==> src/rtl/game_pkg.sv <==
// game_pkg: shared round states, field widths and mode encodings for the round controller
package game_pkg;
   typedef enum logic [1:0] {IDLE, PLAY, WON, LOST} round_state_t;
   localparam int SCORE_W = 4;
   localparam int LIVES_W = 2;
   localparam int TIME_W  = 10;
   localparam logic MODE_EASY = 1'b0;
   localparam logic MODE_HARD = 1'b1;
endpackage

==> src/rtl/game_round_ctrl_tick_prescaler.sv <==
// tick_prescaler: divides clk into a one-cycle game tick, held cleared while disabled
module tick_prescaler #(
   parameter int TICK_DIV = 50
) (
   input  logic clk,
   input  logic reset,
   input  logic en,
   output logic tick
);
   localparam int CW = $clog2(TICK_DIV);
   logic [CW-1:0] cnt;
   assign tick = en && (cnt == CW'(TICK_DIV - 1));
   // count 0..TICK_DIV-1 while enabled; restart from 0 whenever disabled
   always_ff @(posedge clk or negedge reset)
      if (!reset) cnt <= '0;
      else        cnt <= (!en || tick) ? '0 : cnt + CW'(1);
endmodule

==> src/rtl/game_round_ctrl.sv <==
// game_round_ctrl: key edge requests, timed scoring round and terminal win/lose pulses
module game_round_ctrl
   import game_pkg::*;
#(
   parameter int TICK_DIV    = 50,
   parameter int ROUND_TICKS = 200,
   parameter int WIN_SCORE   = 10,
   parameter int EASY_LIVES  = 3,
   parameter int HARD_LIVES  = 1
) (
   input  logic               clk,
   input  logic               reset,
   input  logic               start,
   input  logic               mode_key,
   input  logic               hit,
   input  logic               miss,
   input  logic               modeChoice,
   output logic               on,
   output logic               off,
   output logic               winGame,
   output logic               loseGame,
   output logic               playing,
   output logic [SCORE_W-1:0] score,
   output logic [LIVES_W-1:0] lives,
   output logic [TIME_W-1:0]  time_left
);
   localparam logic [SCORE_W-1:0] WS = SCORE_W'(WIN_SCORE);
   localparam logic [LIVES_W-1:0] EL = LIVES_W'(EASY_LIVES);
   localparam logic [LIVES_W-1:0] HL = LIVES_W'(HARD_LIVES);
   localparam logic [TIME_W-1:0]  RT = TIME_W'(ROUND_TICKS);
   round_state_t       state, state_n;
   logic               prev_start, prev_mode_key, tick;
   logic               on_n, off_n, win_n, lose_n;
   logic [SCORE_W-1:0] score_n;
   logic [LIVES_W-1:0] lives_n;
   logic [TIME_W-1:0]  time_n;
   wire start_rise = start && !prev_start;
   wire key_rise   = mode_key && !prev_mode_key;
   tick_prescaler #(.TICK_DIV(TICK_DIV)) u_presc (
      .clk  (clk),
      .reset(reset),
      .en   (state == PLAY),
      .tick (tick)
   );
   // next round state, counters and pulses; lose outranks win in the same cycle
   always_comb begin
      state_n = state;
      score_n = score;
      lives_n = lives;
      time_n  = time_left;
      on_n    = 1'b0;
      off_n   = 1'b0;
      win_n   = 1'b0;
      lose_n  = 1'b0;
      case (state)
         IDLE: begin
            on_n  = key_rise && (modeChoice == MODE_EASY);
            off_n = key_rise && (modeChoice == MODE_HARD);
            if (start_rise) begin
               state_n = PLAY;
               score_n = '0;
               lives_n = (modeChoice == MODE_HARD) ? HL : EL;
               time_n  = RT;
            end
         end
         PLAY: begin
            score_n = (hit && score < WS) ? score + SCORE_W'(1) : score;
            lives_n = (miss && lives != '0) ? lives - LIVES_W'(1) : lives;
            time_n  = (tick && time_left != '0) ? time_left - TIME_W'(1) : time_left;
            lose_n  = (lives_n == '0) || (time_n == '0);
            win_n   = !lose_n && (score_n == WS);
            state_n = lose_n ? LOST : win_n ? WON : PLAY;
         end
         default: ;
      endcase
   end
   // register state, edge-detect history and every output
   always_ff @(posedge clk or negedge reset)
      if (!reset) begin
         state         <= IDLE;
         prev_start    <= 1'b0;
         prev_mode_key <= 1'b0;
         on            <= 1'b0;
         off           <= 1'b0;
         winGame       <= 1'b0;
         loseGame      <= 1'b0;
         playing       <= 1'b0;
         score         <= '0;
         lives         <= '0;
         time_left     <= '0;
      end else begin
         state         <= state_n;
         prev_start    <= start;
         prev_mode_key <= mode_key;
         on            <= on_n;
         off           <= off_n;
         winGame       <= win_n;
         loseGame      <= lose_n;
         playing       <= (state_n == PLAY);
         score         <= score_n;
         lives         <= lives_n;
         time_left     <= time_n;
      end
endmodule

==> config.mk <==
export PLATFORM = sky130hd
export DESIGN_NAME = game_round_ctrl
export DESIGN_NICKNAME = d
export VERILOG_FILES = /design/src/rtl/game_pkg.sv /design/src/rtl/game_round_ctrl_tick_prescaler.sv /design/src/rtl/game_round_ctrl.sv
export SDC_FILE = /design/constraint.sdc
export NUM_CORES = 1
export LEC_CHECK = 0
export BUFFER_PORTS_ARGS = -buffer_cell sky130_fd_sc_hd__buf_2
export CORE_ASPECT_RATIO = 0.9
export CORE_MARGIN = 3
export CORE_UTILIZATION = 50
export DETAILED_ROUTE_END_ITERATION = 7
export MAX_ROUTING_LAYER = met4
export PLACE_DENSITY = 0.75
export SYNTH_ARGS = -nofsm -noshare
export SYNTH_HDL_FRONTEND = slang
export SYNTH_SLANG_ARGS = --single-unit
==> constraint.sdc <==
create_clock -name clk -period 2.3 [get_ports clk]
set_input_delay 0.23 -clock clk [delete_from_list [all_inputs] [get_ports clk]]
set_output_delay 0.23 -clock clk [all_outputs]
set_load 0.02 [all_outputs]
==> results.json <==
{
  "cts_tree": "done",
  "status": "finished, violations left",
  "rows": 19,
  "synth_area_um2": 1660,
  "synth-async-reset-ratio_pct": 100,
  "place_hpwl_um": 2880,
  "vias": 1482,
  "grt_max_degree": 32,
  "ir_drop_v": 0.000375,
  "max_freq_mhz": 448,
  "synth.largest_area_cell": "dfrtp_1",
  "synthAdderAreaFrac_pct": 4.53,
  "post-place-cells": 248,
  "core_um2": 3110,
  "fill_cells": 257,
  "ctsHoldBuffers": 0,
  "hold_viol": 6,
  "ctsHtreeMaxLevel": 2,
  "yosysSeqAreaShare_pct": 46.8,
  "worstMarginPinSlew_ps": 713,
  "clock_path_buffers": 2,
  "final_area_um2": 2030,
  "overflow": 0,
  "syn_inst": 174,
  "p_leak_nw": 0.887,
  "area_growth_pct": 22.4,
  "clkTransAtPathRegs_ps": 70,
  "yosys.area_share.simple_pct": 25.2,
  "cts_root_buffer": "clkbuf_8",
  "place.gp.congestion": 0.947,
  "critPathLaunchType": "flip-flop",
  "synth_nets": 187,
  "dieArea_um2": 4040,
  "ys_types": 47,
  "period_needed_ps": 2230,
  "violations": "hold timing",
  "synth-main-ff-cell": "dfrtp_1",
  "yosys-top-cells-area": "dfrtp_1 47%, o21ai_0 5.1%, ha_1 4.5%",
  "seq_area_um2": 778,
  "drv_cap": 0,
  "power_density_nw_per_um2": 563,
  "cts-buffers-inserted": 5,
  "setup_tns_ps": 0,
  "ant_nets": 0,
  "multiInputGateArea_um2": 845,
  "drc_errors": 0,
  "ios": 28,
  "final_cell_mix": "29 x dfrtp_1, 27 x buf_2, 17 x nand2_1",
  "setup_viol": 0,
  "antenna_found_initial": 0,
  "whs_ps": -4.65,
  "grt_setup_unrepaired": "true",
  "drt_iter0_drc": 91,
  "grt_usage_pct": 21.9,
  "layout_commonest_cell": "dfrtp_1",
  "grt_pass1_vias": 1355,
  "clk_latency_ps": 280,
  "synth_edf_count": 0,
  "synth_top_family_by_area": "simple AND/OR/NAND/NOR gates",
  "routed_wl_um": 3970,
  "layout.nets": 227,
  "grt_pass1_wl_um": 6330,
  "synth_seq_cells": 31,
  "avgViaCountPerCell": 5.77,
  "initial_core_util_pct": 53.2,
  "total_power_mw": 1.14,
  "place_area_um2": 1900,
  "dieWidth_um": 66.7,
  "synth_compound_area_share_pct": 16.9,
  "synth_warnings": 0,
  "hold_class": "input pin to asynchronous set/reset pin",
  "critPathKind": "flip-flop to flip-flop",
  "crit_required_ps": 2480,
  "drive_gt1_share_pct": 27.4,
  "final_max_slew_viol_count": 0,
  "yosys.area.top_type_share_pct": 46.8,
  "wl_per_cell_um": 15.4,
  "io_buffers": 27,
  "die_y_um": 60.6,
  "r2r_cells": 9,
  "finClkSkew_ps": 5.77,
  "final_cells": 257,
  "period_share_pct": 97.0,
  "end_kind": "flip-flop",
  "numClockSinks": 31,
  "synth-xor-area-share_pct": 2.11,
  "synthMuxAreaShare_pct": 1.89,
  "first_pass_iters": 5,
  "diodes": 0,
  "slew-limit-headroom_pct": 52.5,
  "path_max_fanout": 7,
  "cp.arrival_ps": 2410,
  "avgSynthCellArea_um2": 9.53
}
[metrics by stage]
step	utilization (%)	worst slack, ps
floorplan	-	65.9
global placement	61.0	106
finish	65.2	68.6
detailed placement	61.0	15.4
global route	65.2	-30.0
CTS	64.8	3.60
[per-layer routing]
layer,vias to the layer above,global-route usage (%),share of wire (%)
met5,-,-,0
met4,0,8.70,0.83
met3,4,5.37,5.0
met2,42,34.5,48
met1,709,27.3,46
li1,727,-,-
[flip-flops by register name, indices dropped and copies added (netlist names)]
| name | flops |
|---|---|
| loseGame | 1 |
| lives | 2 |
| time_left | 10 |
| playing | 1 |
| prev_mode_key | 1 |
| state | 2 |
| u_presc.cnt | 6 |
| score | 4 |
| off | 1 |
| on | 1 |
| winGame | 1 |
| prev_start | 1 |
[path summary, 6_finish.rpt]
path / from / to / slack [ps]
worst min register to register: prev_mode_key / on / 440
min in group clk: start / prev_start / 80
worst max-delay path: time_left[1] / playing / 70
max in group asynchronous: reset / time_left[1] / 1800
worst min-delay path: reset / time_left[2] / -5
worst max register to register: time_left[1] / playing / 70
[worst max-delay path, stage by stage, from the launching register on]
cell and delay [ps]:
dfrtp_2 440, inv_2 70, ha_1 130, or4b_4 480, nor4_4 230, buf_4 180, a211oi_1 40, o2111ai_1 210
nor2_1 110, o31ai_1 250
[power by group]
group,total (mW),internal [mW],switching [mW],leakage (nW)
clock network,0.548,0.350,0.198,0.0612
logic,0.0375,0.0128,0.0247,0.448
registers,0.557,0.551,0.00679,0.378
total,1.14,0.913,0.230,0.887
[synthesized netlist by cell type, drive strengths merged (2+ instances only)]
master / instances
inv: 7
o31ai: 2
a22oi: 2
nor3b: 2
mux2i: 2
a21oi: 6
nand3: 11
nor2b: 2
xor2: 2
or2: 3
nor3: 3
clkbuf: 3
nand2: 17
o21ai: 17
a211oi: 3
or3: 3
o2111ai: 2
nand4: 3
o31a: 2
dfrtp: 31
nor4: 4
nor2: 17
nand2b: 3
xnor2: 2
ha: 6
[kinds of logic after synthesis]
| kind of cell | count (synthesis) |
|---|---|
| fa+ha+maj | 6 |
| simple gates | 76 |
| xor+xnor | 4 |
| mux | 3 |
| buf+inv | 11 |
| flops | 31 |
| compound gates | 43 |
[what timing repair did]
action                                  in CTS  in global routing
endpoints found under the setup margin       0                  4
gates resized for setup                      0                  3
setup buffers                                0                  1
hold endpoints to repair                     0                  0
[layout make-up]
cell class | instances | area share, %
clock buffers | 6 | 4.07
clock inverters | 2 | 1.73
multi-input cells | 132 | 41.6
well taps | 42 | 2.59
inverters | 7 | 1.29
flip-flops and latches | 31 | 38.3
repair buffers | 37 | 10.4
No activity file was read; power rests on OpenSTA's default activity.
